<file path="src/rtl/enc_pwm_mixer.sv">
// ============================================================================
// Module   : enc_pwm_mixer
// Brief    : N-channel quadrature encoder -> debounced level -> PWM mixer.
//            Optional macro LEVEL_SATURATE_EN clamps level instead of wrapping.
// Revision : 1.0 - initial release
// ============================================================================
`default_nettype none

module enc_pwm_mixer #(
  parameter int CHANNELS = 3,
  parameter int WIDTH    = 8,
  parameter int TICK_DIV = 256,
  parameter int DB_COUNT = 8
) (
  input  logic                        clk,
  input  logic                        reset,
  input  logic [CHANNELS-1:0]         enc_a,
  input  logic [CHANNELS-1:0]         enc_b,
  output logic [CHANNELS-1:0]         pwm_out,
  output logic [CHANNELS*WIDTH-1:0]   level
);

  localparam int                  c_TICK_W    = (TICK_DIV > 1) ? $clog2(TICK_DIV) : 1;
  localparam logic [c_TICK_W-1:0] c_TICK_LAST = c_TICK_W'(TICK_DIV - 1);
  localparam logic [7:0]          c_DB_LAST   = 8'(DB_COUNT - 1);
  localparam logic [WIDTH-1:0]    c_LEVEL_MAX = '1;
  localparam int                  c_INPUTS    = 2 * CHANNELS;

  logic [CHANNELS-1:0] r_sync_a1, r_sync_a2, r_sync_b1, r_sync_b2;
  logic [c_TICK_W-1:0] r_tick_cnt;
  logic [WIDTH-1:0]    r_pwm_cnt;
  logic                w_tick;
  logic [c_INPUTS-1:0] w_sync;
  logic [c_INPUTS-1:0] w_db_nxt;

  always_ff @(posedge clk) begin
    if (reset) begin
      r_sync_a1  <= '0;
      r_sync_a2  <= '0;
      r_sync_b1  <= '0;
      r_sync_b2  <= '0;
      r_tick_cnt <= '0;
      r_pwm_cnt  <= '0;
    end else begin
      r_sync_a1  <= enc_a;
      r_sync_a2  <= r_sync_a1;
      r_sync_b1  <= enc_b;
      r_sync_b2  <= r_sync_b1;
      r_tick_cnt <= (r_tick_cnt == c_TICK_LAST) ? '0 : r_tick_cnt + 1'b1;
      r_pwm_cnt  <= r_pwm_cnt + 1'b1;
    end
  end

  assign w_tick = (r_tick_cnt == c_TICK_LAST);
  assign w_sync = {r_sync_b2, r_sync_a2};

  // Inputs [CHANNELS-1:0] are A phases, the upper half are B phases.
  // w_db_nxt is the debounced value as it will be after this edge, so the
  // decoder can act in the same tick cycle the debounced value changes.
  genvar j;
  generate
    for (j = 0; j < c_INPUTS; j++) begin : g_db
      logic [7:0] r_cnt;
      logic       r_db;

      always_ff @(posedge clk) begin
        if (reset) begin
          r_cnt <= '0;
          r_db  <= 1'b0;
        end else if (w_tick) begin
          if (w_sync[j] == r_db) begin
            r_cnt <= '0;
          end else if (r_cnt == c_DB_LAST) begin
            r_db  <= w_sync[j];
            r_cnt <= '0;
          end else begin
            r_cnt <= r_cnt + 8'd1;
          end
        end
      end

      assign w_db_nxt[j] = (w_tick && (w_sync[j] != r_db) && (r_cnt == c_DB_LAST))
                           ? w_sync[j] : r_db;
    end
  endgenerate

  genvar i;
  generate
    for (i = 0; i < CHANNELS; i++) begin : g_ch
      logic             r_prev_a;
      logic [WIDTH-1:0] r_level;
      logic             r_pwm;
      logic             w_rise;
      logic             w_down;

      assign w_rise = w_tick && !r_prev_a && w_db_nxt[i];
      assign w_down = w_db_nxt[CHANNELS + i];

      always_ff @(posedge clk) begin
        if (reset) begin
          r_prev_a <= 1'b0;
          r_level  <= '0;
        end else if (w_tick) begin
          r_prev_a <= w_db_nxt[i];
          if (w_rise) begin
`ifdef LEVEL_SATURATE_EN
            if (w_down) begin
              if (r_level != '0) r_level <= r_level - 1'b1;
            end else begin
              if (r_level != c_LEVEL_MAX) r_level <= r_level + 1'b1;
            end
`else
            r_level <= w_down ? r_level - 1'b1 : r_level + 1'b1;
`endif
          end
        end
      end

      always_ff @(posedge clk) begin
        if (reset) r_pwm <= 1'b0;
        else       r_pwm <= (r_pwm_cnt < r_level);
      end

      assign level[i*WIDTH +: WIDTH] = r_level;
      assign pwm_out[i]              = r_pwm;
    end
  endgenerate

endmodule

`default_nettype wire

</file>
<file path="config.mk">
export PLATFORM = sky130hd
export DESIGN_NAME = enc_pwm_mixer
export DESIGN_NICKNAME = d
export VERILOG_FILES = /design/src/rtl/enc_pwm_mixer.sv
export SDC_FILE = /design/constraint.sdc
export NUM_CORES = 1
export LEC_CHECK = 0
export CAP_MARGIN = 20
export CORE_MARGIN = 1.5
export CORE_UTILIZATION = 45
export DETAILED_ROUTE_END_ITERATION = 7
export PLACE_DENSITY = 0.6
export SETUP_SLACK_MARGIN = 0.3
export SLEW_MARGIN = 20
export SYNTH_ARGS = -nofsm -noshare
export SYNTH_HDL_FRONTEND = slang
export SYNTH_SLANG_ARGS = --single-unit
</file>
<file path="constraint.sdc">
create_clock -name clk -period 8.7 [get_ports clk]
set_input_delay 2.61 -clock clk [delete_from_list [all_inputs] [get_ports clk]]
set_output_delay 2.61 -clock clk [all_outputs]
set_load 0.02 [all_outputs]
</file>
==> flow_results.org, run 1 <==
** Status
- The run finished with clean final reports.

** Min path
- Tightest Hold Check Type :: reg2reg

** STA
- Summed over all failing endpoints, the final setup total negative slack is 0 ns.
- Setup violations, final :: 0
- Highest Clock Rate :: approximately 240 MHz
- Once routing completed, OpenROAD measured the worst setup slack at 4.46 ns.
- The clock period could shrink to around 4.2 ns.
- Between clock sinks in the finished design, the worst skew comes to a little over 0.007 ns.
- Remaining max-slew budget at the tightest pin :: 0.374
- The number of max-slew violations in the final report was 0.
- Fin crit share :: 0.487
- Setup repair after global routing left no endpoint under its margin.
- Hold Vio Cnt, Final :: 0
- For the pin with the worst max-slew slack, the measured transition is 0.933 ns.

** Place
- Worst Setup Slack post-DPL :: approximately 4 ns
- Detailed placement ended at an HPWL of approximately 8400 um.
- Port buffer count :: 34
- Placer congestion estimate :: 0.777
- After detailed placement, the total cell area comes to 6440 um^2.

** Critical path
- Of all nets on the critical path, the largest fanout is between 40 and 50.
- The worst setup path is launched from an input pin.
- Walking the worst path, the cells encountered are buf_2 -> buf_4 -> or4_1 -> o41ai_1.
- STA puts the critical path data required time at about 9 ns.
- Critical Path Sink Type :: register
- Critical Setup Path Class :: in2reg
- Slowest Stage Delay on Critical Path :: roughly 0.74 ns
- For this design, the slowest cell found on the critical path is sky130_fd_sc_hd__or4_1.
- Data arrival time of the worst path :: approximately 4.5 ns

** Route
- For this run, the detailed router's first-pass iteration total came to 5.
- Average wire per standard cell :: about 14 um
- The count of nets left with antenna violations once routing finished came out at 0.
- Starting DRT DRC Count :: 194
- In the routed design, unresolved DRC markers number 0.
- Using the TritonRoute via totals, the vias-per-cell ratio works out to 5.41.
- For this block, the routed nets add up to 12000 um of wire.
- Vias post-DR :: 4716

** Synth
- Counting every instance in the synthesized netlist gives ~670.
- The synthesized design contains 0 enable-type register cells.
- Post-Syn Area per Cell :: between 8 and 9 um^2
- Of the post-synthesis cell area, the dominant cell type holds 0.375.
- Top cells by area in the synthesized netlist :: sky130_fd_sc_hd__dfxtp_1, sky130_fd_sc_hd__ha_1, sky130_fd_sc_hd__nor2_1
- Cell type with the largest total area after synthesis :: sky130_fd_sc_hd__dfxtp_1
- Async set-or-reset flop fraction in the synthesized netlist :: 0
- Post-synthesis register bit count :: between 100 and 150
- Nets in the synthesized netlist :: roughly 730
- Ranked by instance count, the synthesized netlist is headed by sky130_fd_sc_hd__dfxtp_1, sky130_fd_sc_hd__nor2_1, sky130_fd_sc_hd__ha_1, sky130_fd_sc_hd__nand2_1, sky130_fd_sc_hd__o21ai_1.
- Of the synthesized area, sequential elements account for 0.375.
- The most common cell in the synthesized netlist is sky130_fd_sc_hd__dfxtp_1.
- In this run the cell area of the synthesized design comes to roughly 6000 um^2.
- For this run, the number of Yosys warnings is 0.
- Number of distinct library cells after synthesis :: 52
- In the synthesized netlist the dominant register cell turns out to be sky130_fd_sc_hd__dfxtp_1.

** Cells and area
- Final Instance Area :: 6730 um^2
- At the end of the flow, the number of nets in the layout was ~760.
- Of the cells placed in the final design, the portion with a size suffix greater than 1 is 0.0429.
- Relative area change from synthesis to final layout :: 12.5%
- Number of diodes added for antenna fixing :: 0
- Measured on the finished design, the core utilization comes to 0.527.

** CTS
- TritonCTS built the clock tree.
- Clk pin slew, worst setup/hold paths :: roughly 0.070 ns
- The H-tree was split into 3 levels.
- Post-CTS Setup Inserts :: 0
- For this design, the CTS-stage hold fixing added 0 buffers.
- Number of gates resized after cts :: 0
- The clock drives between 100 and 150 sinks.
- Worst-Skew Late Latency :: between 0.3 and 0.4 ns
- Counting along the longest clock path gives a buffer depth of 2.
- CTS root buffer :: sky130_fd_sc_hd__clkbuf_16
- Buffers inserted during clock tree synthesis total 9.

** Floorplanning
- DIE WIDTH :: roughly 120 um
- For this design the top-level I/O count stands at 35.
- The die covers roughly 14000 um^2.
- Core region area :: between 10000 and 15000 um^2
- From bottom edge to top edge, the die measures roughly 120 um.
- The floorplan has 41 rows.
- The initial utilization of the core area, before any placement, comes to 0.468.

** Global routing
- Layer with the highest usage :: met2
- Global-route total usage across every layer :: 0.173
- Routing usage on met2 :: 0.291
- After global routing the overflow that remains totals 0.
- Routing usage on met1 :: 0.224
- The first global-routing pass estimated 20000 um of wire.
- The number of antenna violations at the first check in global routing was 0.
- Maximum number of pins on one net before global-route repair :: 47
- For this run, global-route usage on met3 was measured as 0.0265.
- The via count of the first global-routing pass is 4287.

** Pwr
- Power density cells :: about 140 nW/um^2
- The analysis attributes to cell leakage a power of around 2.6 nW.
- Across the VDD grid, the largest voltage drop is 0.0926 mV.
- The completed layout was analyzed and its total power is roughly 0.00097 W.

** Job
- Across the run, the number of max-cap violations was 0.
-- report_power, final --
part / leakage (nW) / switching, W / internal, W
combinational: 1.55 / 0.0000197 / 0.0000176
clock: 0.139 / 0.000181 / 0.000230
sequential: 0.906 / 0.00000523 / 0.000519
total: 2.59 / 0.000206 / 0.000766
-- final timing paths --
path              slack [ns]             start                  to  cells past startpoint
setup / recovery        4.46             reset    g_db[3].r_cnt[5]                      4
hold / removal          0.44      r_sync_a1[1]        r_sync_a2[1]                      1
hold reg to reg         0.44      r_sync_a1[1]        r_sync_a2[1]                      1
setup reg to reg        5.06  g_db[3].r_cnt[0]  g_ch[0].r_level[7]                     12
-- cells by family (layout without fill, tap and decap cells) --
logic type / count (synthesis) / count (layout) / synth area share
fa+ha+maj: 52 / 52 / 0.113
mux: 23 / 23 / 0.0395
flops: 112 / 112 / 0.375
compound gates: 140 / 140 / 0.141
xor+xnor: 45 / 45 / 0.0659
buf+inv: 56 / 82 / 0.0376
simple gates: 246 / 246 / 0.228
-- through the flow --
step                      hold slack, ns  cells
final                              0.439    872
after global placement             0.419    857
after CTS                          0.449    872
after global routing               0.461    872
after floorplan                    0.414    674
after detailed placement           0.437    857
-- per-layer routing --
| metal | share of wire | vias to the layer above |
|---|---|---|
| met4 | 0.013 | 0 |
| met1 | 0.49 | 2219 |
| met2 | 0.47 | 71 |
| li1 | - | 2415 |
| met3 | 0.032 | 11 |
| met5 | 0 | - |
-- sequential cells by signal, summed over array words and instances (netlist names) --
signal	cells
g_db.r_db	6
g_ch.r_pwm	3
r_sync_a1	3
g_ch.r_level	24
r_sync_a2	3
r_pwm_cnt	8
g_ch.r_prev_a	3
r_tick_cnt	8
r_sync_b2	3
g_db.r_cnt	48
r_sync_b1	3
-- cell usage in the layout (no fill, tap or decap), drive strengths merged, types with 19 or more instances in the layout --
cell type      synthesis  routed
nand3                 33      33
o21ai                 56      56
xnor2                 24      24
nor2                  67      67
a21o                  19      19
dfxtp                112     112
clkdlybuf4s50          0      33
inv                   31      31
ha                    49      49
nand2                 41      41
a21oi                 27      27
nor2b                 26      26
xor2                  21      21
-- final cells by class --
cell class / instances / area [um^2]
multi-input cells: 506 / 3520
clock buffers: 12 / 246
clock inverters: 3 / 42.5
repair buffers: 36 / 350
fillers: 1177 / 6040
flip-flops and latches: 112 / 2240
inverters: 31 / 116
well taps: 172 / 215
-- worst max-delay path: cells and delay by family --
family | cells | cell delay [ns]
AOI/OAI and AO/OA | 1 | 0.38
buffers and inverters | 2 | 0.73
and+or+nand+nor | 1 | 0.74
(Power assumes the default switching activity.)
==> run 2: changes to the inputs <==
--- a/config.mk
+++ b/config.mk
@@ -9,7 +9,7 @@
 export CORE_MARGIN = 1.5
 export CORE_UTILIZATION = 45
 export DETAILED_ROUTE_END_ITERATION = 7
-export PLACE_DENSITY = 0.6
+export PLACE_DENSITY = 0.62
 export SETUP_SLACK_MARGIN = 0.3
 export SLEW_MARGIN = 20
 export SYNTH_ARGS = -nofsm -noshare
==> constraint.sdc (replaced) <==
create_clock -name clk -period 3.8 [get_ports clk]
set_input_delay 1.14 -clock clk [delete_from_list [all_inputs] [get_ports clk]]
set_output_delay 1.14 -clock clk [all_outputs]
set_load 0.02 [all_outputs]
==> run 2 against run 1 <==
  * Cell area is 1.1% higher
  * Via count is 0.34% lower
  * Sequential cell count stayed put
  * Cell count is 0.57% higher
  * Setup slack worse by 4.0 ns
  * Combinational power is 140% higher
  * Global-route usage is 1.1 points higher
  * Critical path depth is 6 higher
  * Critical endpoint is now g_ch[2].r_level[7]
==> flow_results.org, run 2 (synthesis results as in run 1) <==
** Status
- Outcome :: finished clean

** Cells and area
- Share of cells above drive strength 1 :: 0.0582
- The register with the most flip-flops in the layout has 48 of them.
- Largest Register :: g_db.r_cnt
- In the final design database the tool counted 760 nets.
- Final non-filler cell total :: 877
- The library cells used most frequently in the layout, excluding fill and tap cells, are sky130_fd_sc_hd__dfxtp_1, sky130_fd_sc_hd__nor2_1, sky130_fd_sc_hd__ha_1, sky130_fd_sc_hd__nand2_1, sky130_fd_sc_hd__o21ai_1.
- The repair_antennas step left the layout with diodes totalling 0.
- Leaving out fill and tap cells, the most frequent cell in the layout is sky130_fd_sc_hd__dfxtp_1.
- Final Instance Area :: approximately 6800 um^2
- Relative area change from synthesis to final layout :: 13.7%
- The largest registers in the layout are g_db.r_cnt x48, g_ch.r_level x24.

** STA
- Final period demand of the worst path :: between 3 and 4 ns
- Worst Hold Slack :: 0.455 ns
- Setup violations remaining at the end of the flow were counted as 0.
- For the pin with the worst max-slew slack, the measured transition is 0.678 ns.
- Slew Viols, Final :: 0
- On the final layout, the worst clock skew is ~0.0085 ns.
- Highest Clock Rate :: approximately 300 MHz
- Remaining max-slew budget at the tightest pin :: 0.548
- In the finished design, the share of the clock period the worst path needs comes to 0.872.
- Unrepaired setup endpoints after global routing :: yes
- Hold Vio Cnt, Final :: 0
- Summed over all failing endpoints, the final setup total negative slack is 0 ns.

** Route
- Number of nets with antenna violations after routing :: 0
- After detailed routing, the number of remaining DRC violations is 0.
- Detailed routing inserted a total of 4700 vias.
- Vias per cell :: between 5 and 6
- In the final routed layout, each cell accounts on average for 14.0 um.
- Total Routed Length :: about 12000 um
- The first routing iteration left between 150 and 200 violations.
- Count of TritonRoute iterations in the first routing pass :: 4

** Global routing
- The via count of the first global-routing pass is 4568.
- Antenna violations before repair :: 0
- Global-route wire length before repair :: 21200 um
- Global-route total usage across every layer :: 0.184
- After global routing the overflow that remains totals 0.
- Maximum number of pins on one net before global-route repair :: 34

** Critical path
- STA puts the critical path data arrival time at ~3.6 ns.
- Data required time of the critical path :: a little over 4 ns
- Critical path fanouts, max :: 10
- The worst setup path is of the reg2reg kind.
- Crit start category :: register
- STA classifies the critical path endpoint as a register.

** Floorplanning
- Row generation in the floorplan step produced 41 rows.
- The die covers 14000 um^2.
- Core region area :: approximately 13000 um^2
- Initial Util :: 0.468
- The die is 118 um tall.
- Number of top-level design ports :: 35
- The floorplan step set the die width to 118 um.

** CTS
- Clk pin slew, worst setup/hold paths :: ~0.080 ns
- CTS tree :: built
- CTS saw 112 sinks.
- CTS root buffer :: sky130_fd_sc_hd__clkbuf_16
- Counting the buffers created by CTS gives 9.
- For the worst-skew pair, the clock arrives at the later sink with an insertion delay of 0.36 ns.
- The H-tree was split into 3 levels.
- Max Root-Sink Buffers :: 2
- In this run, post-CTS hold repair placed 0 buffers.

** Pwr
- IR analysis of the VDD net gives a maximum drop of roughly 0.24 mV.
- In this run the power density over the cells is 333 nW/um^2.
- In this run the static leakage power is ~2.6 nW.

** Job
- The tool flagged a number of max-cap violations equal to 0.

** Min path
- The worst hold path belongs to the class reg2reg.

** Place
- Placer congestion estimate :: around 0.83
- Summing all placed instances gives a cell area of roughly 6500 um^2.
- Number of cells after detailed placement :: between 800 and 900
- DP HPWL :: around 8700 um
- Port buffer count :: 34
run 2: through the flow:
| step | worst slack, ns | total power, W | utilization |
|---|---|---|---|
| floorplan | 0.704 | 0.00129 | - |
| global placement | 0.440 | 0.00131 | 0.507 |
| detailed placement | 0.367 | 0.00132 | 0.507 |
| CTS | 0.350 | 0.00230 | 0.530 |
| global route | 0.293 | 0.00235 | 0.533 |
| finish | 0.486 | 0.00227 | 0.533 |
run 2: critical path: stages (launching register included):
cell and delay (ns):
sky130_fd_sc_hd__dfxtp_1 0.35, sky130_fd_sc_hd__or4_1 0.56, sky130_fd_sc_hd__nor4_2 0.34, sky130_fd_sc_hd__mux2_4 0.40, sky130_fd_sc_hd__ha_1 0.34, sky130_fd_sc_hd__a21o_1 0.17
sky130_fd_sc_hd__a21oi_1 0.18, sky130_fd_sc_hd__a31oi_1 0.13, sky130_fd_sc_hd__or3_1 0.31, sky130_fd_sc_hd__nand3_1 0.09, sky130_fd_sc_hd__mux2_1 0.32
run 2: routing by layer:
metal  share of wire  up-vias  GRT usage
met5               0        -          0
met4           0.015        0     0.0610
met3           0.033       20     0.0449
met2            0.47       55      0.310
met1            0.48     2197      0.230
li1                -     2428          -
run 2: worst paths after layout:
check                   start            endpoint  slack (ns)  cells after the start
min              r_sync_b1[0]        r_sync_b2[0]        0.45                      1
min reg2reg      r_sync_b1[0]        r_sync_b2[0]        0.45                      1
max          g_db[5].r_cnt[3]  g_ch[2].r_level[7]        0.49                     10
max reg2reg  g_db[5].r_cnt[3]  g_ch[2].r_level[7]        0.49                     10
run 2: repair_timing:
action                     CTS  global route
setup endpoints to repair    0             3
gates resized for setup      0             6
setup buffers                0             0
run 2: area by class of cell:
class                           count  area (um^2)
Fill cell                        1195         5970
Multi-Input combinational cell    506         3550
Clock buffer                        9          225
Tap cell                          172          215
Clock inverter                      7         77.6
Sequential cell                   112         2240
Inverter                           31          116
Timing Repair Buffer               40          380
run 2: where the power goes:
part,leakage [nW],switching (W),internal [W]
Sequential,0.906,0.0000121,0.00119
Clock,0.146,0.000461,0.000518
Combinational,1.57,0.0000473,0.0000418
Total,2.63,0.000521,0.00175
==> run 3: changes to the inputs <==
--- a/config.mk
+++ b/config.mk
@@ -9,7 +9,8 @@
 export CORE_MARGIN = 1.5
 export CORE_UTILIZATION = 45
 export DETAILED_ROUTE_END_ITERATION = 7
-export PLACE_DENSITY = 0.62
+export DONT_BUFFER_PORTS = 1
+export PLACE_DENSITY = 0.59
 export SETUP_SLACK_MARGIN = 0.3
 export SLEW_MARGIN = 20
 export SYNTH_ARGS = -nofsm -noshare
==> run 3 against run 2 <==
  * Cell area shrank 4.7%
  * Largest cell class unchanged
  * Worst hold slack got worse by 0.0030 ns
  * Die area unchanged
  * Via count is 2.6% lower
  * Sequential power about the same
==> flow_results.org, run 3 (synthesis results as in run 1) <==
** Status
- Outcome :: finished clean

** Critical path
- Slowest cell on the critical path :: sky130_fd_sc_hd__or4_1
- Critical path fanouts, max :: 10
- Data arrival time of the worst path :: 3.58 ns
- Cell type group with the largest total delay on the critical path :: simple AND/OR/NAND/NOR gates
- Counting buffers and inverters, the worst setup path is 10 cells deep.
- STA classifies the critical path startpoint as a register.
- Reg2reg end :: g_ch[2].r_level[7]
- Critical Setup Path Class :: reg2reg
- Worst Path Buf+Inv :: 0
- Critical path cell sequence :: or4_1 -> nor4_4 -> mux2_2 -> ha_1 -> a21o_1 -> a21oi_1 -> a31oi_1 -> or3_1 -> nand3_1 -> mux2_1
- Critical Path Sink Type :: register
- Number of cell instances on the worst register-to-register path :: 10
- Across all register-to-register paths, the minimum setup slack is roughly 0.46 ns.
- Data required time of the critical path :: between 4 and 5 ns
- The largest single stage delay on the critical path is 0.58 ns.
- In this run the critical register-to-register path is launched from g_db[5].r_cnt[3].

** Pwr
- Dividing total power by cell area gives a power density of around 350 nW/um^2.
- Max VDD drop :: approximately 0.21 mV
- In this run the static leakage power is between 2 and 3 nW.
- Summing internal, switching and leakage power gives about 0.0023 W.

** Cells and area
- The library cell used most frequently in the layout, excluding fill and tap cells, is sky130_fd_sc_hd__dfxtp_1.
- 0 antenna diodes ended up in the layout.
- The register with the most flip-flops in the layout has 48 of them.
- Share of cells above drive strength 1 :: 0.0568
- Relative area change from synthesis to final layout :: 8.39%
- Combined flip-flop and latch cell area :: 2240 um^2
- Registers with the most flip-flops :: g_db.r_cnt x48, g_ch.r_level x24
- In the final layout, the multi-input gates occupy between 3000 and 4000 um^2.
- After filler insertion, the fill cell instance count of the layout stands at about 1200.
- In the layout the commonest cells are sky130_fd_sc_hd__dfxtp_1, sky130_fd_sc_hd__nor2_1, sky130_fd_sc_hd__ha_1, sky130_fd_sc_hd__nand2_1, sky130_fd_sc_hd__o21ai_1.
- Largest Register :: g_db.r_cnt
- Nets@finish :: roughly 720

** Min path
- Terminating pin of the worst hold path :: r_sync_b2[2]
- Worst Hold Path Cells :: 1
- Launch instance of the worst min-delay path :: r_sync_b1[2]
- Tightest Hold Check Type :: reg2reg

** STA
- Counting I/O delays and the setup requirement, the final critical path takes 3.34 ns.
- Actual transition at the worst max-transition pin :: 0.725 ns
- The number of max-slew violations in the final report came to 0.
- Across the routed clock network, the largest skew measured is ~0.0066 ns.
- Headroom to the max-slew limit came out at 0.515.
- Setup total negative slack :: 0 ns
- Setup violations, final :: 0
- Fin crit share :: 0.879
- Setup repair after global routing could not meet its margin everywhere.
- Highest Clock Rate :: roughly 300 MHz
- The number of endpoints with negative hold slack in the final report came to 0.

** Route
- Count of TritonRoute iterations in the first routing pass :: 4
- Number of nets with antenna violations after routing :: 0
- In this run, the number of DRC markers left after iteration 0 of detailed routing was 230.
- Vias post-DR :: roughly 4600
- After detailed routing, the number of vias per cell comes to roughly 5.4.
- Average wire per standard cell :: ~14 um
- For this run, design rule violations remaining after detail routing come to 0.
- Total Routed Length :: about 12000 um

** Floorplanning
- The die is ~120 um tall.
- The initialized floorplan defines 41 standard-cell rows.
- DIE WIDTH :: 118 um
- The die covers 14000 um^2.
- The core region is between 10000 and 15000 um^2.
- The initial utilization of the core area, before any placement, comes to 0.468.
- In this run the count of I/O pins placed on the die edge is 35.

** CTS
- The cell sitting at the root of the clock tree is a sky130_fd_sc_hd__clkbuf_16.
- Once the clock tree was built, the setup fixing pass inserted 0 buffers.
- The H-tree generated during clock tree synthesis spans 3 levels.
- Max Root-Sink Buffers :: 2
- In this run, CTS created clock tree buffers numbering 9.
- TritonCTS built the clock tree.
- Clk pin slew, worst setup/hold paths :: 0.07 ns
- Worst-Skew Late Latency :: around 0.35 ns
- The clock drives between 100 and 150 sinks.

** Global routing
- Global-route wire length before repair :: between 20000 and 25000 um
- Maximum number of pins on one net before global-route repair :: between 80 and 90
- The number of antenna violations at the first check in global routing came to 0.
- Vias in the first global route :: 4343
- For this run, the total global-route usage over all layers was measured as 0.179.
- Global routing finished with a remaining overflow of 0.

** Job
- Max-cap violations in this run came to 0.

** Place
- Port buffer count :: 0
- The congestion estimate from routability-driven global placement came to 0.788.
- DP HPWL :: roughly 8300 um
[run 3: cell type report]
cell class,instances,area share
inverters,31,0.0179
clock buffers,9,0.0347
repair buffers,4,0.00463
well taps,172,0.0332
flip-flops and latches,112,0.346
multi-input cells,506,0.548
clock inverters,7,0.0158
[run 3: metal layers]
metal	routed length [um]	global-route usage	vias up
li1	-	-	2364
met3	458	0.0367	11
met2	5510	0.300	54
met5	0	0	-
met4	174	0.0640	0
met1	5780	0.227	2147
[run 3: timing repair]
item / in CTS / in global routing
endpoints found under the setup margin: 1 / 3
hold buffers: 0 / 0
gates resized for setup: 1 / 5
cloned: 0 / 0
[run 3: worst max-delay path by stage]
stage                          start            endpoint  slack, ns
finish              g_db[5].r_cnt[3]  g_ch[2].r_level[7]       0.46
CTS                 g_db[5].r_cnt[3]  g_ch[2].r_level[7]       0.34
detailed placement  g_db[3].r_cnt[0]  g_ch[0].r_level[7]       0.31
floorplan           g_db[5].r_cnt[3]  g_ch[2].r_level[7]       0.70
global route        g_db[5].r_cnt[3]  g_ch[2].r_level[7]       0.25
global placement    g_db[5].r_cnt[3]  g_ch[2].r_level[7]       0.35
[run 3: metrics by stage]
stage / setup WS (ns) / utilization / cells / hold slack (ns) / area, um^2
floorplan: 0.704 / - / 674 / 0.414 / 5980
global placement: 0.350 / 0.479 / 825 / 0.435 / 6120
detailed placement: 0.311 / 0.479 / 825 / 0.447 / 6120
CTS: 0.335 / 0.505 / 841 / 0.458 / 6450
global route: 0.254 / 0.508 / 841 / 0.466 / 6480
finish: 0.461 / 0.508 / 841 / 0.452 / 6480
[run 3: where the power goes]
part | internal (W) | leakage [nW] | switching, W
logic | 0.0000290 | 1.44 | 0.0000266
registers | 0.00119 | 0.906 | 0.0000168
clock network | 0.000586 | 0.157 | 0.000457
total | 0.00180 | 2.51 | 0.000500
[run 3: worst register-to-register path, delay by kind of cell, from the launching register on]
kind,cells,cell delay (ns)
and+or+nand+nor,4,1.27
adders and majority gates,1,0.36
muxes,2,0.78
DFF,1,0.34
AOI/OAI and AO/OA,3,0.47
